--- src/rtl/seg_scan_decoder.sv ---
// Passive decoder for the stopwatch seven-segment scan: waits for each digit
// phase to settle, decodes it, and rebuilds min/sec from complete 4-digit frames.
module seg_scan_decoder #(
    parameter int STABLE_CYCLES = 16
) (
    input  logic       clk,
    input  logic       rst_n,
    input  logic [3:0] anode_vec,
    input  logic [6:0] cathode_vec,
    input  logic       err_clr,
    output logic [5:0] min,
    output logic [5:0] sec,
    output logic       frame_valid,
    output logic [3:0] blank_mask,
    output logic       seg_err,
    output logic       anode_err,
    output logic       range_err
);

    localparam logic [7:0] CNT_SAT = 8'(STABLE_CYCLES);
    localparam logic [7:0] CNT_PRE = 8'(STABLE_CYCLES - 1);

    typedef enum logic [1:0] {
        IDLE,
        COLLECT,
        EMIT
    } state_t;

    logic [3:0]  a_q;
    logic [6:0]  c_q;
    logic [10:0] prev_q;
    logic [7:0]  cnt_q;
    logic [7:0]  cnt_d;
    logic        changed;
    logic        stb_q;
    logic        stb_d;
    logic [3:0]  cap_a_q;
    logic [6:0]  cap_c_q;

    state_t      state_q;
    logic [3:0]  seen_q;
    logic [3:0]  seen_d;
    logic [3:0]  blk_q;
    logic [3:0]  blk_d;
    logic [3:0]  dig_q [4];
    logic [3:0]  dig_d [4];

    logic [5:0]  min_q;
    logic [5:0]  sec_q;
    logic        frame_valid_q;
    logic [3:0]  blank_mask_q;
    logic        seg_err_q;
    logic        anode_err_q;
    logic        range_err_q;

    logic        dec_digit;
    logic        dec_blank;
    logic [3:0]  dec_val;
    logic [1:0]  pos;
    logic        one_lit;
    logic        none_lit;
    logic        cap_hit;
    logic        seg_set;
    logic        anode_set;
    logic [3:0]  hit_mask;
    logic        frame_done;
    logic        tens_bad;
    logic        range_set;
    logic [5:0]  min_d;
    logic [5:0]  sec_d;

    assign changed = ({a_q, c_q} != prev_q);

    // Strobe is raised in the cycle the count first lands on STABLE_CYCLES.
    always_comb begin
        cnt_d = cnt_q;
        stb_d = 1'b0;
        if (changed) begin
            cnt_d = '0;
        end else begin
            if (cnt_q != CNT_SAT) begin
                cnt_d = cnt_q + 8'd1;
            end
            stb_d = (cnt_q == CNT_PRE);
        end
    end

    always_ff @(posedge clk or negedge rst_n) begin
        if (!rst_n) begin
            a_q     <= '1;
            c_q     <= '1;
            prev_q  <= '1;
            cnt_q   <= '0;
            stb_q   <= 1'b0;
            cap_a_q <= '1;
            cap_c_q <= '1;
        end else begin
            a_q    <= anode_vec;
            c_q    <= cathode_vec;
            prev_q <= {a_q, c_q};
            cnt_q  <= cnt_d;
            stb_q  <= stb_d;
            if (stb_d) begin
                cap_a_q <= a_q;
                cap_c_q <= c_q;
            end
        end
    end

    always_comb begin
        dec_digit = 1'b1;
        dec_blank = 1'b0;
        dec_val   = '0;
        case (cap_c_q)
            7'b1000000: dec_val = 4'd0;
            7'b1111001: dec_val = 4'd1;
            7'b0100100: dec_val = 4'd2;
            7'b0110000: dec_val = 4'd3;
            7'b0011001: dec_val = 4'd4;
            7'b0010010: dec_val = 4'd5;
            7'b0000010: dec_val = 4'd6;
            7'b1111000: dec_val = 4'd7;
            7'b0000000: dec_val = 4'd8;
            7'b0010000: dec_val = 4'd9;
            7'b1111111: begin
                dec_digit = 1'b0;
                dec_blank = 1'b1;
            end
            default:    dec_digit = 1'b0;
        endcase
    end

    always_comb begin
        pos     = '0;
        one_lit = 1'b1;
        case (cap_a_q)
            4'b1110: pos = 2'd0;
            4'b1101: pos = 2'd1;
            4'b1011: pos = 2'd2;
            4'b0111: pos = 2'd3;
            default: one_lit = 1'b0;
        endcase
    end

    assign none_lit  = &cap_a_q;
    assign cap_hit   = stb_q & one_lit & (dec_digit | dec_blank);
    assign seg_set   = stb_q & one_lit & ~dec_digit & ~dec_blank;
    assign anode_set = stb_q & ~one_lit & ~none_lit;
    assign hit_mask  = cap_hit ? (4'b0001 << pos) : 4'b0000;

    always_comb begin
        seen_d = seen_q | hit_mask;
        blk_d  = (blk_q & ~hit_mask) | (dec_blank ? hit_mask : 4'b0000);
        dig_d  = dig_q;
        if (cap_hit && dec_digit) begin
            dig_d[pos] = dec_val;
        end
    end

    // A blanked tens digit holds a stale value, so it is excluded from the range check.
    assign frame_done = (state_q == COLLECT) && (seen_q == 4'hF);
    assign tens_bad   = (!blk_q[3] && (dig_q[3] > 4'd5)) || (!blk_q[1] && (dig_q[1] > 4'd5));
    assign range_set  = frame_done & tens_bad;
    assign min_d      = 6'(dig_q[3]) * 6'd10 + 6'(dig_q[2]);
    assign sec_d      = 6'(dig_q[1]) * 6'd10 + 6'(dig_q[0]);

    always_ff @(posedge clk or negedge rst_n) begin
        if (!rst_n) begin
            state_q       <= IDLE;
            seen_q        <= '0;
            blk_q         <= '0;
            dig_q         <= '{default: '0};
            min_q         <= '0;
            sec_q         <= '0;
            frame_valid_q <= 1'b0;
            blank_mask_q  <= '0;
            seg_err_q     <= 1'b0;
            anode_err_q   <= 1'b0;
            range_err_q   <= 1'b0;
        end else begin
            frame_valid_q <= 1'b0;
            seg_err_q     <= seg_set | (seg_err_q & ~err_clr);
            anode_err_q   <= anode_set | (anode_err_q & ~err_clr);
            range_err_q   <= range_set | (range_err_q & ~err_clr);
            seen_q        <= seen_d;
            blk_q         <= blk_d;
            dig_q         <= dig_d;
            case (state_q)
                IDLE: begin
                    if (cap_hit) begin
                        state_q <= COLLECT;
                    end
                end
                COLLECT: begin
                    if (frame_done) begin
                        state_q       <= EMIT;
                        frame_valid_q <= 1'b1;
                        blank_mask_q  <= blk_q;
                        if ((blk_q == 4'b0000) && !tens_bad) begin
                            min_q <= min_d;
                            sec_q <= sec_d;
                        end
                        // Frame storage restarts here so a capture in EMIT lands in the next frame.
                        seen_q <= hit_mask;
                        blk_q  <= dec_blank ? hit_mask : 4'b0000;
                    end
                end
                EMIT: begin
                    state_q <= COLLECT;
                end
                default: begin
                    state_q <= IDLE;
                end
            endcase
        end
    end

    assign min         = min_q;
    assign sec         = sec_q;
    assign frame_valid = frame_valid_q;
    assign blank_mask  = blank_mask_q;
    assign seg_err     = seg_err_q;
    assign anode_err   = anode_err_q;
    assign range_err   = range_err_q;

endmodule

--- config.mk ---
export PLATFORM = sky130hd
export DESIGN_NAME = seg_scan_decoder
export DESIGN_NICKNAME = d
export VERILOG_FILES = /design/src/rtl/seg_scan_decoder.sv
export SDC_FILE = /design/constraint.sdc
export NUM_CORES = 1
export LEC_CHECK = 0
export BUFFER_PORTS_ARGS = -buffer_cell sky130_fd_sc_hd__buf_2
export CAP_MARGIN = 20
export CORE_ASPECT_RATIO = 1.4
export CORE_MARGIN = 8
export CORE_UTILIZATION = 40
export CTS_BUF_LIST = sky130_fd_sc_hd__clkbuf_4 sky130_fd_sc_hd__clkbuf_8 sky130_fd_sc_hd__clkbuf_16
export CTS_CLUSTER_SIZE = 40
export DETAILED_ROUTE_END_ITERATION = 10
export PLACE_DENSITY = 0.58
export SLEW_MARGIN = 20
export SYNTH_ARGS = -nofsm -noshare
export SYNTH_HDL_FRONTEND = slang
export SYNTH_SLANG_ARGS = --single-unit
--- constraint.sdc ---
create_clock -name clk -period 2 [get_ports clk]
set_input_delay 0.1 -clock clk [delete_from_list [all_inputs] [get_ports clk]]
set_output_delay 0.1 -clock clk [all_outputs]
set_load 0.02 [all_outputs]
Word-level counts from Yosys, hierarchy flattened
Cells that the tools add are included.
{"block": "classes", "n_lt_le_gt_ge": 4, "muxes": 22, "reduce_logical": 20, "addsub": 3, "n_bitwise": 24, "eq_ne": 22, "n_mul": 2, "shifts": 1}
{"cell": "case mux 4 bit (9 select lines)", "n": 1}
{"cell": "== test 7 bit (second input constant)", "n": 4}
{"cell": "two-way mux 4 bit", "n": 7}
{"cell": "== test 7 x 5 -> 1 bit (second input constant)", "n": 3}
{"cell": "bitwise mux 16 bit", "n": 1}
{"cell": "== test 4 bit (second input constant)", "n": 4}
{"cell": "two-way mux 8 bit", "n": 2}
{"cell": "== test 7 x 6 -> 1 bit (second input constant)", "n": 2}
{"cell": "adder 6 x 4 -> 6 bit", "n": 2}
{"cell": "case mux 2 bit (3 select lines)", "n": 2}
{"cell": "!= test 11 bit", "n": 1}
{"cell": "bitwise AND 1 bit", "n": 10}
{"cell": "multiplier 4 x 3 -> 5 bit (second input constant)", "n": 2}
{"cell": "OR reduction 10 bit", "n": 1}
{"cell": "adder 8 x 1 -> 8 bit (second input constant)", "n": 1}
{"cell": "demux 4 bit (select 2 bit)", "n": 1}
{"cell": "== test 8 x 4 -> 1 bit (second input constant)", "n": 1}
{"cell": "> comparator 4 x 3 -> 1 bit (second input constant)", "n": 2}
{"cell": "!= test 8 x 5 -> 1 bit (second input constant)", "n": 1}
{"cell": "OR 4 bit", "n": 2}
{"cell": "== test 7 x 2 -> 1 bit (second input constant)", "n": 1}
{"cell": "logical NOT 7 bit", "n": 1}
{"cell": "logical AND 1 bit", "n": 6}
{"cell": "two-way mux 1 bit", "n": 6}
{"cell": "other kinds (22)", "n": 34}
{"block": "word_totals", "in_bits": 14, "register_bits": 88, "output_inout_bits": 20, "wordCells": 119}

Longest topological paths before layout
Gate-level depths: netlist (run 1).
{"block": "depth", "word_depth": 11, "depth_mapped": 7}

Least setup slack after synthesis (run 1)
Ideal clock, no wire load.
{"block": "synth_timing", "kind": "reg-to-reg", "from": "reg c_q[2]", "to": "reg cap_a_q[0]", "setup_slack_ps": -194, "t_required_ps": 1918, "n_path_buf": 1, "arrival_ps": 2112, "path_stages_with_launch": 7, "cell_sequence": "dfstp_2 > xor2_1 > nor4_1 > nand3_2 > or4_4 > buf_6 > mux2_4"}
{"block": "synth_via", "elab_chain_cells": 2}
{"item": "start: declaration", "line_no": "30", "text": "logic [6:0] c_q;"}
{"item": "start signal: assignment", "line_no": "99", "text": "c_q <= cathode_vec;"}
{"item": "!= test 11 bit", "line_no": "72", "text": "assign changed = ({a_q, c_q} != prev_q);"}
{"item": "two-way mux 1 bit", "line_no": "78", "text": "if (changed) begin"}
{"item": "end signal: assignment", "line_no": "104", "text": "cap_a_q <= a_q;"}
{"item": "end: declaration", "line_no": "37", "text": "logic [3:0] cap_a_q;"}
No other way between the ends.
A chain may end at the register's enable or synchronous reset.

Final worst setup path (run 1)
{"block": "layout_timing", "from": "reg c_q[6]", "to": "reg cap_c_q[3]"}
{"block": "layout_via", "elab_chain_cells": 2}
{"item": "!= test 11 bit", "line_no": "72"}
{"item": "two-way mux 1 bit", "line_no": "78"}
{"item": "end signal: assignment", "line_no": "105", "text": "cap_c_q <= c_q;"}
{"item": "end: declaration", "line_no": "38", "text": "logic [6:0] cap_c_q;"}
No other way between the ends.

==> summary.txt, run 1 <==
Finish
  • Fill cell count: 894
  • Finished Cell Area: 5104 um2
  • Register Area: 2243 um2
  • Post-layout util: 51.84%
  • Post-route insts no fill: 562
  • # nets final: 452
  • Fraction of final layout cells sized beyond drive strength 1: 37.94%
  • Area delta synth->final: 27.11%
  • Multi-input logic area: 1753 um2
  • Ant. Diodes: 0

STA
  • Fmax: 0.4969 GHz
  • Crit path time final: 2013 ps
  • Final WS setup: -12.60 ps
  • Fin. max-slew vios: 0
  • Clk_skew: 7.640 ps
  • Final Hold Vio Count: 0
  • RSZ-0062 raised after global routing: true
  • Finish-stage setup viols: 6
  • Total negative slack: -53.70 ps
  • Worst Max-Slew Pin Slew: 576.8 ps
  • Tcrit/Tclk final: 100.6%
  • Worst rel slew slack: 61.38%

Place
  • DP Worst Slack: -38.23 ps
  • Routability Congestion: 0.8027
  • Cells after DPL: 531
  • Placement Cell Area: 4607 um2
  • Post-DP HPWL: 5.596 mm
  • Port Buffers: 33

Floorplan
  • I/O pin cnt: 34
  • Starting density of the core: 40.78%
  • # rows: 43
  • Core ar.: 9846 um2
  • Die height: 134.5 um
  • Die W: 100.7 um
  • Die area: 13550 um2

Power
  • P_int: 0.002758 W
  • Leak Pwr: 2.471 nW
  • Clock network fraction of design power: 44.6%
  • Switching power: 0.0007634 W
  • Sw frac: 21.68%
  • Reg power frac: 52.1%
  • Worst vdd ir: 0.6000 mV
  • PwrDens: 690.0 nW/um2
  • Gate power share: 3.3%

Yosys
  • Number of enable flip-flop cells after synthesis: 0
  • Post-synth top area cell: dfrtp_1
  • Yosys top cell area share: 34.28%
  • #FFs+latches synth: 88
  • Register area share after synthesis: 55.87%
  • YS warnings: 0
  • Primary FF master, synth: dfrtp_1
  • Syn_area_per_cell: 11.88 um2
  • Synthesized area: 4015 um2
  • Ranking of synthesized cells by area: dfrtp_1 (34%), dfstp_2 (22%), mux2_2 (6.5%), ha_1 (4.4%), xor2_1 (3.7%)
  • Mapped Cells: 338
  • Netlist cell types: 45
  • Ys async rst share: 100.0%
  • Syn Nets: 368

Clock network
  • H-tree Lvls: 3
  • TritonCTS Sinks: 88
  • TritonCTS buffer count: 9
  • Clk_lat worst skew: 340 ps
  • Clock Tree Buf Depth: 2
  • CTS tree: built
  • Root Buffer: clkbuf_16
  • Reg clk slew, reported paths: 70 ps

Detailed routing
  • Highest routed layer: met4
  • Metal3 WL: 278 um
  • Wirelength, routed: 7.748 mm
  • DR WL/cell: 13.79 um
  • Antenna viol nets, final: 0
  • Met1 WL: 3.194 mm
  • DR vias: 2695
  • DRC viols: 0
  • Detailed Routing Iterations Pass 1: 4
  • Initial detailed-routing violation count: 102
  • Met2 Routed Length: 4.105 mm
  • Vias/cell: 4.795

Critical path
  • Crit path cell chain: xor2_1, nor4_2, nand3_4, or4_4, mux2_4
  • RR Endpoint: cap_c_q[3]
  • CP peak stage delay: 530 ps
  • FF-to-FF Start: c_q[6]
  • R2R cell count: 5
  • Crit Path Max Fanout: 6
  • Critical path arrival: 2270 ps
  • Setup crit start kind: flop
  • CP required: 2260 ps
  • Critical path class: flop to flop
  • Slowest cell on the critical path: dfstp_2
  • Crit. End Element: flop
  • R2r setup slk: -10 ps

Min path
  • Worst min path class: input port to async pin

Global routing
  • GR Util All Layers: 12.49%
  • First-pass GRT wire length: 13.17 mm
  • Vias in the first global route: 2857
  • Largest net degree at the start of global routing: 39
  • Total gr overflow: 0
  • Initial antenna violation count: 0

Run status
  • Status: finished with violations
  • Violated checks: setup timing

Job
  • Max-Cap Viols: 0
==> state kept, by name (all words and copies together) (netlist names), 6 cells and up <==
name,flops
min,6
cap_c_q,7
cnt_q,8
c_q,7
sec,6
prev_q,11
dig_q,16
==> cells in the mapped netlist, types with 3 or more instances <==
| cell type | count |
|---|---|
| a21boi_0 | 4 |
| a21o_1 | 4 |
| a21oi_1 | 11 |
| clkbuf_1 | 8 |
| dfrtp_1 | 55 |
| dfstp_2 | 33 |
| ha_1 | 14 |
| inv_1 | 17 |
| mux2_2 | 23 |
| mux2_4 | 9 |
| nand2_1 | 35 |
| nand3_1 | 11 |
| nand4_1 | 3 |
| nor2_1 | 21 |
| nor3_1 | 4 |
| nor4_1 | 4 |
| o21ai_0 | 12 |
| o22ai_1 | 3 |
| or3b_2 | 3 |
| xnor2_1 | 13 |
| xor2_1 | 17 |
==> critical path, delay by kind of cell, from the launching register on <==
family | cells | cell delay, ps
XOR/XNOR | 1 | 70
multiplexers | 1 | 320
AND/OR/NAND/NOR | 3 | 1010
flip-flops | 1 | 530
==> timing repair <==
action / CTS / global route
hold endpoints to repair: 50 / 0
setup endpoints to repair: 11 / 27
cloned: 1 / 0
pin swaps: 0 / 6
buffers inserted: 0 / 1
resized for setup: 3 / 13
hold buffers: 13 / 0
==> per-stage QoR <==
stage / hold slack, ps / total power (W)
2_1_floorplan: -195.6 / 0.001882
3_3_place_gp: 106.1 / 0.001960
3_5_place_dp: 112.9 / 0.001962
4_1_cts: 289.7 / 0.003579
5_1_grt: 318.2 / 0.003654
6_report: 276.1 / 0.003521
==> layout by cell type, fill, tap and decap left out, types with 3 or more instances in the layout <==
| master | Yosys | layout |
|---|---|---|
| a21o_1 | 4 | 4 |
| a21oi_1 | 11 | 11 |
| dfstp_2 | 33 | 33 |
| nor2_1 | 21 | 20 |
| a21boi_0 | 4 | 4 |
| nor3_1 | 4 | 4 |
| nand3_1 | 11 | 10 |
| o22ai_1 | 3 | 3 |
| ha_1 | 14 | 14 |
| buf_4 | 0 | 35 |
| nand4_1 | 3 | 3 |
| xnor2_1 | 13 | 13 |
| xor2_1 | 17 | 17 |
| nor4_1 | 4 | 3 |
| buf_2 | 1 | 32 |
| mux2_2 | 23 | 14 |
| nand2_1 | 35 | 35 |
| dfrtp_1 | 55 | 55 |
| o21ai_0 | 12 | 10 |
| or3b_2 | 3 | 3 |
| clkbuf_16 | 0 | 9 |
| dlygate4sd3_1 | 0 | 13 |
| mux2_4 | 9 | 18 |
| inv_1 | 17 | 17 |
==> how the worst max path moves through the flow <==
stage	end	cells after the start	startpoint
after floorplan	cap_a_q[0]	6	c_q[6]
after global placement	cap_a_q[3]	6	c_q[3]
after detailed placement	cap_a_q[3]	6	c_q[3]
after CTS	cap_c_q[3]	6	c_q[3]
after global routing	cap_c_q[3]	6	c_q[3]
final	cap_c_q[3]	5	c_q[6]
==> layout make-up <==
| cell class | count | share of cell area (%) |
|---|---|---|
| Sequential cell | 88 | 43.96 |
| Multi-Input combinational cell | 224 | 34.35 |
| Timing Repair Buffer | 82 | 11.62 |
| Clock buffer | 10 | 4.683 |
| Tap cell | 135 | 3.310 |
| Inverter | 17 | 1.250 |
| Clock inverter | 6 | 0.8335 |
==> cell families (layout without fill, tap and decap cells) <==
logic type	Yosys count	after routing	share of synthesized area, %
adder cells (fa/ha/maj)	16	16	5.360
AND/OR/NAND/NOR	98	99	12.15
flip-flops	88	88	55.87
AO/OA/AOI/OAI	45	45	7.012
XOR/XNOR	30	30	6.544
multiplexers	34	34	10.31
buffers and inverters	27	115	2.742
==> per-layer routing <==
metal | vias to the layer above | GRT usage (%)
met2 | 32 | 22.19
met1 | 1312 | 13.06
met3 | 13 | 3.349
met4 | 0 | 6.414
met5 | - | 0
li1 | 1338 | -
==> power groups by stage <==
stage / clock [W] / sequential [W] / combinational [W]
floorplan: 0 / 0.00187 / 0.0000167
global placement: 0 / 0.00186 / 0.0000957
detailed placement: 0 / 0.00187 / 0.0000965
CTS: 0.00162 / 0.00183 / 0.000120
global route: 0.00169 / 0.00184 / 0.000131
finish: 0.00157 / 0.00183 / 0.000116
Note: power is estimated with default switching activity, not from simulation.
==> inputs of run 2 (changes only) <==
--- a/config.mk
+++ b/config.mk
@@ -9,11 +9,11 @@
 export CAP_MARGIN = 20
 export CORE_ASPECT_RATIO = 1.4
 export CORE_MARGIN = 8
-export CORE_UTILIZATION = 40
+export CORE_UTILIZATION = 53
 export CTS_BUF_LIST = sky130_fd_sc_hd__clkbuf_4 sky130_fd_sc_hd__clkbuf_8 sky130_fd_sc_hd__clkbuf_16
 export CTS_CLUSTER_SIZE = 40
 export DETAILED_ROUTE_END_ITERATION = 10
-export PLACE_DENSITY = 0.58
+export PLACE_DENSITY = 0.74
 export SLEW_MARGIN = 20
 export SYNTH_ARGS = -nofsm -noshare
 export SYNTH_HDL_FRONTEND = slang
==> run 2 against run 1 <==
The flow still finishes with violations (setup timing). Die area is 21% lower. Global-route usage up 3.5 points. Worst setup slack worse by 29 ps. Register-to-register slack got worse by 30 ps. Non-clock buffer count increased by 6. Combinational power barely moved. Design area fell by 1.1%.
==> summary.txt, run 2 (synthesis gave the netlist of run 1 again) <==
Finish
  • Multi-input logic area: 1769 um2 (+0.93%)
  • Ant. Diodes: 0 (unchanged)
  • Post-route insts no fill: 530 (-5.7%)
  • Most common cell after layout, fill and taps aside: dfrtp_1
  • Register Area: 2243 um2 (unchanged)
  • Largest Register: dig_q
  • Fill cell count: 511 (-43%)
  • Largest regs: dig_q (16), prev_q (11), cnt_q (8)
  • Finished Cell Area: 5049 um2 (-1.1%)
  • Commonest non-fill, non-tap cells in the layout: dfrtp_1 (55), buf_4 (40), nand2_1 (35)
  • # nets final: 458 (+1.3%)
  • Max reg flops: 16 (unchanged)
  • Fraction of final layout cells sized beyond drive strength 1: 39.72% (+1.8 points)
  • Area delta synth->final: 25.74%

Power
  • PwrDens: 631.3 nW/um2 (-8.5%)
  • Worst vdd ir: 0.5183 mV (-14%)
  • Leak Pwr: 2.478 nW (+0.28%)

Clock network
  • Clock Tree Buf Depth: 2 (unchanged)
  • H-tree Lvls: 3 (unchanged)
  • Clk_lat worst skew: 350 ps (about the same)
  • TritonCTS buffer count: 9 (unchanged)
  • CTS tree: built
  • TritonCTS Sinks: 88 (unchanged)
  • Root Buffer: clkbuf_8
  • Reg clk slew, reported paths: 90 ps (+20 ps)

Critical path
  • Crit path cell chain: xor2_1, nor4_2, buf_4, nand3_4, or4_4, mux2_4
  • Crit Path Max Fanout: 6 (unchanged)
  • Setup crit start kind: flop
  • Critical path arrival: 2320 ps (+50 ps)
  • CP required: 2280 ps (+20 ps)
  • Slowest cell on the critical path: dfstp_2
  • CP peak stage delay: 550 ps (+20 ps)
  • Crit. End Element: flop
  • Critical path class: flop to flop

Detailed routing
  • DRC viols: 0 (unchanged)
  • DR WL/cell: 14.63 um (+6.1%)
  • Antenna viol nets, final: 0 (unchanged)
  • Detailed Routing Iterations Pass 1: 4 (unchanged)
  • Vias/cell: 5.277 (+10%)
  • Wirelength, routed: 7.752 mm (about the same)
  • Initial detailed-routing violation count: 112 (+9.8%)
  • DR vias: 2797 (+3.8%)

Floorplan
  • Die height: 119.0 um (-12%)
  • Die W: 89.56 um (-11%)
  • Starting density of the core: 54.55% (+14 points)
  • Die area: 10660 um2 (-21%)
  • I/O pin cnt: 34 (unchanged)
  • Core ar.: 7361 um2 (-25%)
  • # rows: 37 (-14%)

Place
  • Routability Congestion: 0.7835 (-2.4%)
  • Post-DP HPWL: 5.560 mm (-0.64%)
  • Port Buffers: 33 (unchanged)
  • Cells after DPL: 489 (-7.9%)
  • Placement Cell Area: 4529 um2 (-1.7%)

STA
  • Finish-stage setup viols: 10 (+4)
  • Worst rel slew slack: 65.05% (+3.7 points)
  • Worst Max-Slew Pin Slew: 520.3 ps (-56.56 ps)
  • Final Hold Vio Count: 0 (unchanged)
  • Fmax: 0.4898 GHz (-1.4%)
  • Final WS setup: -41.59 ps (-28.99 ps)
  • Crit path time final: 2042 ps (+28.99 ps)
  • RSZ-0062 raised after global routing: true
  • WHS: 150.3 ps (-125.8 ps)
  • Tcrit/Tclk final: 102.1% (+1.4 points)
  • Clk_skew: 7.454 ps (-0.1864 ps)
  • Fin. max-slew vios: 0 (unchanged)
  • Total negative slack: -253.1 ps (-199.4 ps)

Global routing
  • Largest net degree at the start of global routing: 72 (+85%)
  • Initial antenna violation count: 0 (unchanged)
  • GR Util All Layers: 16.00% (+3.5 points)
  • Total gr overflow: 0 (unchanged)
  • Vias in the first global route: 2939 (+2.9%)
  • First-pass GRT wire length: 13.19 mm (+0.15%)

Run status
  • Status: finished with violations
  • Violated checks: setup timing

Min path
  • Worst min path class: input port to async pin

Job
  • Max-Cap Viols: 0 (unchanged)
[run 2: changes by cell type in the layout (fill, tap and decap cells not counted), moves of 2 or more]
cell       delta
clkbuf_8      +8
clkbuf_16     -7
buf_4         +5
clkbuf_4      +2
inv_6         -2
[run 2: final cells by class]
class | count | area share (%)
clock buffers | 13 | 3.742
clock inverters | 3 | 0.3965
inverters | 17 | 1.264
multi-input cells | 224 | 35.04
flip-flops and latches | 88 | 44.44
well taps | 97 | 2.404
repair buffers | 88 | 12.71
[run 2: path summary, 6_finish.rpt]
| check | start | end | slack [ps] | depth (start not counted) |
|---|---|---|---|---|
| min in group clk | c_q[0] | prev_q[0] | 380 | 0 |
| hold / removal | rst_n | blank_mask[2] | 150 | 2 |
| max in group asynchronous | rst_n | cap_a_q[0] | 1180 | 3 |
| setup reg to reg | c_q[3] | cap_a_q[2] | -40 | 6 |
| setup / recovery | c_q[3] | cap_a_q[2] | -40 | 6 |
| hold reg to reg | c_q[0] | prev_q[0] | 380 | 0 |
[run 2: metal layers]
| metal | track usage (%) | vias to the layer above | routed length, um |
|---|---|---|---|
| li1 | - | 1351 | - |
| met1 | 16.12 | 1382 | 2995 |
| met2 | 28.49 | 46 | 4231 |
| met3 | 4.061 | 18 | 300 |
| met4 | 8.882 | 0 | 225 |
| met5 | 0 | - | 0 |
[run 2: report_power, final]
part / total, W / switching [W] / internal [W]
Sequential: 0.00183 / 0.0000137 / 0.00182
Clock: 0.00124 / 0.000605 / 0.000632
Combinational: 0.000117 / 0.0000606 / 0.0000560
Total: 0.00319 / 0.000679 / 0.00251
[run 2: per-stage QoR]
step | total power, W | worst slack, ps | util [%]
after floorplan | 0.001882 | -83.95 | -
after global routing | 0.003312 | -126.7 | 68.59
after CTS | 0.003221 | -92.36 | 67.24
after detailed placement | 0.001961 | -125.5 | 61.53
final | 0.003187 | -41.59 | 68.59
after global placement | 0.001956 | -111.7 | 61.53
[run 2: repair_timing]
item	CTS	global route
cloned	1	0
hold buffers	13	0
hold endpoints to repair	69	0
gates resized for setup	6	15
endpoints found under the setup margin	17	31
setup buffers	6	5
pin swaps	3	6
[run 2: critical path, delay by kind of cell, from the launching register on]
kind,cells,cell delay (ps)
and+or+nand+nor,3,860
DFF,1,550
muxes,1,330
buffers and inverters,1,160
xor gates and xnor gates,1,70
==> inputs of run 3 (changes only) <==
--- a/config.mk
+++ b/config.mk
@@ -5,15 +5,16 @@
 export SDC_FILE = /design/constraint.sdc
 export NUM_CORES = 1
 export LEC_CHECK = 0
+export ABC_AREA = 1
 export BUFFER_PORTS_ARGS = -buffer_cell sky130_fd_sc_hd__buf_2
 export CAP_MARGIN = 20
 export CORE_ASPECT_RATIO = 1.4
 export CORE_MARGIN = 8
-export CORE_UTILIZATION = 53
+export CORE_UTILIZATION = 54
 export CTS_BUF_LIST = sky130_fd_sc_hd__clkbuf_4 sky130_fd_sc_hd__clkbuf_8 sky130_fd_sc_hd__clkbuf_16
 export CTS_CLUSTER_SIZE = 40
 export DETAILED_ROUTE_END_ITERATION = 10
-export PLACE_DENSITY = 0.74
+export PLACE_DENSITY = 0.75
 export SLEW_MARGIN = 20
 export SYNTH_ARGS = -nofsm -noshare
 export SYNTH_HDL_FRONTEND = slang
==> run 3 against run 2 <==
The run now ends clean. Final cell count rose by 13%. Hold slack improved by 90 ps. Register-to-register slack improved by 360 ps. Largest cell class unchanged. Largest power group unchanged.
==> summary.txt, run 3 <==
Yosys
  • Simple-gate share of the synthesized area: 26.16% (+14 points)
  • Most frequent cell after synthesis: nand2_1
  • #FFs+latches synth: 88 (unchanged)
  • YS warnings: 0 (unchanged)
  • Syn Nets: 466 (+27%)
  • Ranking of synthesized cells by area: dfrtp_1 (32%), dfstp_2 (20%), nand2_1 (10%), ha_1 (4.1%), inv_1 (3.6%)
  • Synthesized area: 4247 um2 (+5.8%)
  • Largest family of logic cells by synthesized area: simple AND/OR/NAND/NOR gates
  • Syn_area_per_cell: 9.740 um2 (-18%)
  • Post-synth top area cell: dfrtp_1
  • Netlist cell types: 37 (-18%)
  • XOR/XNOR Fraction of Synth Area: 4.537% (-2.0 points)
  • Number of enable flip-flop cells after synthesis: 0 (unchanged)
  • Mapped Cells: 436 (+29%)
  • Primary FF master, synth: dfrtp_1
  • Synth Area in Adders: 5.068% (-0.29 points)
  • Register area share after synthesis: 52.83% (-3.0 points)
  • Yosys top cell area share: 32.41% (-1.9 points)
  • Ys async rst share: 100.0% (unchanged)
  • Compound-Gate Fraction of Synth Area: 5.893% (-1.1 points)
  • Post-synthesis mux area share: 0% (-10 points)
  • Synth cell count leaders: nand2_1 (116), dfrtp_1 (55), inv_1 (41)

Clock network
  • Reg clk slew, reported paths: 90 ps (about the same)
  • Clock Tree Buf Depth: 2 (unchanged)
  • TritonCTS Sinks: 88 (unchanged)
  • H-tree Lvls: 3 (unchanged)
  • TritonCTS buffer count: 9 (unchanged)
  • Setup Fix Bufs, Post-CTS: 0 (-6)
  • Root Buffer: clkbuf_8
  • CTS tree: built
  • Clk_lat worst skew: 360 ps (about the same)

Detailed routing
  • Wirelength, routed: 7.594 mm (-2.0%)
  • Antenna viol nets, final: 0 (unchanged)
  • Vias/cell: 5.048 (-4.3%)
  • DRC viols: 0 (unchanged)
  • Initial detailed-routing violation count: 75 (-33%)
  • Detailed Routing Iterations Pass 1: 4 (unchanged)
  • DR vias: 3019 (+7.9%)
  • DR WL/cell: 12.70 um (-13%)

Floorplan
  • I/O pin cnt: 34 (unchanged)
  • Die W: 90.95 um (+1.5%)
  • # rows: 38 (+2.7%)
  • Die area: 11000 um2 (+3.2%)
  • Starting density of the core: 55.13% (+0.59 points)
  • Core ar.: 7702 um2 (+4.6%)
  • Die height: 120.9 um (+1.6%)

STA
  • Fmax: 0.5964 GHz (+22%)
  • Final Hold Vio Count: 0 (unchanged)
  • Fin. max-slew vios: 0 (unchanged)
  • Tcrit/Tclk final: 83.83% (-18 points)
  • RSZ-0062 raised after global routing: false
  • Worst rel slew slack: 65.85% (+0.80 points)
  • Finish-stage setup viols: 0 (-10)
  • Worst Max-Slew Pin Slew: 512.2 ps (-8.051 ps)
  • Total negative slack: 0 ps (+253.1 ps)
  • Final WS setup: 323.4 ps (+365.0 ps)
  • Clk_skew: 10.34 ps (+2.882 ps)
  • Crit path time final: 1677 ps (-365.0 ps)

Critical path
  • Crit path cell chain: ha_1, ha_1, inv_1, o22ai_1, xor2_1, o21ai_0
  • Setup crit start kind: flop
  • R2r setup slk: 320 ps (+360 ps)
  • Crit. End Element: flop
  • Most used cell, CP: ha_1
  • Crit Path Max Fanout: 5 (-1)
  • FF-to-FF Start: dig_q[9]
  • Critical path class: flop to flop
  • CP Buf/Inv Count: 1 (unchanged)
  • CP peak stage delay: 450 ps (-100 ps)
  • CP required: 2240 ps (-40 ps)
  • Crit path max-delay family: adder cells
  • Critical path arrival: 1910 ps (-410 ps)
  • Slowest cell on the critical path: dfrtp_1
  • CP Launch Point: dig_q[9]

Global routing
  • GR Util All Layers: 15.07% (-0.92 points)
  • First-pass GRT wire length: 13.50 mm (+2.3%)
  • Initial antenna violation count: 0 (unchanged)
  • Total gr overflow: 0 (unchanged)
  • Vias in the first global route: 3099 (+5.4%)
  • Largest net degree at the start of global routing: 45 (-38%)

Place
  • DP Worst Slack: 116.5 ps (+242.0 ps)
  • Port Buffers: 33 (unchanged)
  • Routability Congestion: 0.8201 (+4.7%)
  • Post-DP HPWL: 5.827 mm (+4.8%)

Min path
  • Worst min path class: input port to async pin

Power
  • Worst vdd ir: 0.6345 mV (+22%)
  • Leak Pwr: 2.313 nW (-6.7%)
  • Total Power: 0.003102 W (-2.7%)
  • PwrDens: 634.3 nW/um2 (+0.47%)

Finish
  • # nets final: 523 (+14%)
  • Fraction of final layout cells sized beyond drive strength 1: 27.11% (-13 points)
  • Most common cell after layout, fill and taps aside: nand2_1
  • Largest regs: dig_q (16), prev_q (11), cnt_q (8)
  • Largest Register: dig_q
  • Ant. Diodes: 0 (unchanged)
  • Area delta synth->final: 15.14%
  • Commonest non-fill, non-tap cells in the layout: nand2_1 (116), dfrtp_1 (55), inv_1 (41)
  • Max reg flops: 16 (unchanged)

Job
  • Max-Cap Viols: 0 (unchanged)

Run status
  • Status: completed
-- run 3: logic make-up (layout without fill, tap and decap cells) --
family / after synthesis / after routing
xor gates and xnor gates: 22 / 22
buffers and inverters: 58 / 120
DFF: 88 / 88
adders and majority gates: 16 / 16
and+or+nand+nor: 207 / 207
AOI/OAI and AO/OA: 45 / 45
-- run 3: path summary, 6_finish.rpt --
path / end / depth (start not counted)
min: min[5] / 2
min in group clk: c_q[0] / 2
max: sec[5] / 6
max in group asynchronous: cap_a_q[2] / 3
min reg2reg: prev_q[10] / 0
max reg2reg: sec[5] / 6
-- run 3: layout make-up --
class	count	area [um2]
flip-flops and latches	88	2243
repair buffers	53	350.3
well taps	100	125.1
multi-input cells	290	1779
inverters	51	203.9
fillers	645	2813
clock inverters	6	38.79
clock buffers	10	148.9
-- run 3: metrics by stage --
stage	util [%]	hold WS, ps	instances	cell area (um2)
2_1_floorplan	-	-195.6	436	4247
3_3_place_gp	59.23	108.5	569	4562
3_5_place_dp	59.23	113.8	569	4562
4_1_cts	63.35	255.5	598	4880
5_1_grt	63.48	292.5	598	4890
6_report	63.48	240.3	598	4890
-- run 3: power by group --
group / leakage (nW) / internal (W) / switching, W
registers: 1.11 / 0.00182 / 0.0000170
clock network: 0.0985 / 0.000528 / 0.000632
logic: 1.10 / 0.0000464 / 0.0000579
total: 2.31 / 0.00239 / 0.000707
-- run 3: repair_timing --
item | CTS | global route
endpoints found under the setup margin | 0 | 12
gates resized for setup | 0 | 2
endpoints found under the hold margin | 33 | 0
hold buffers | 13 | 0
-- run 3: metal layers --
layer  GRT usage (%)  up-vias  routed length (um)
li1                -     1521                   -
met2           28.07       43                4083
met1           14.64     1439                2961
met3           4.582       16                 349
met4           7.605        0                 199
met5               0        -                   0
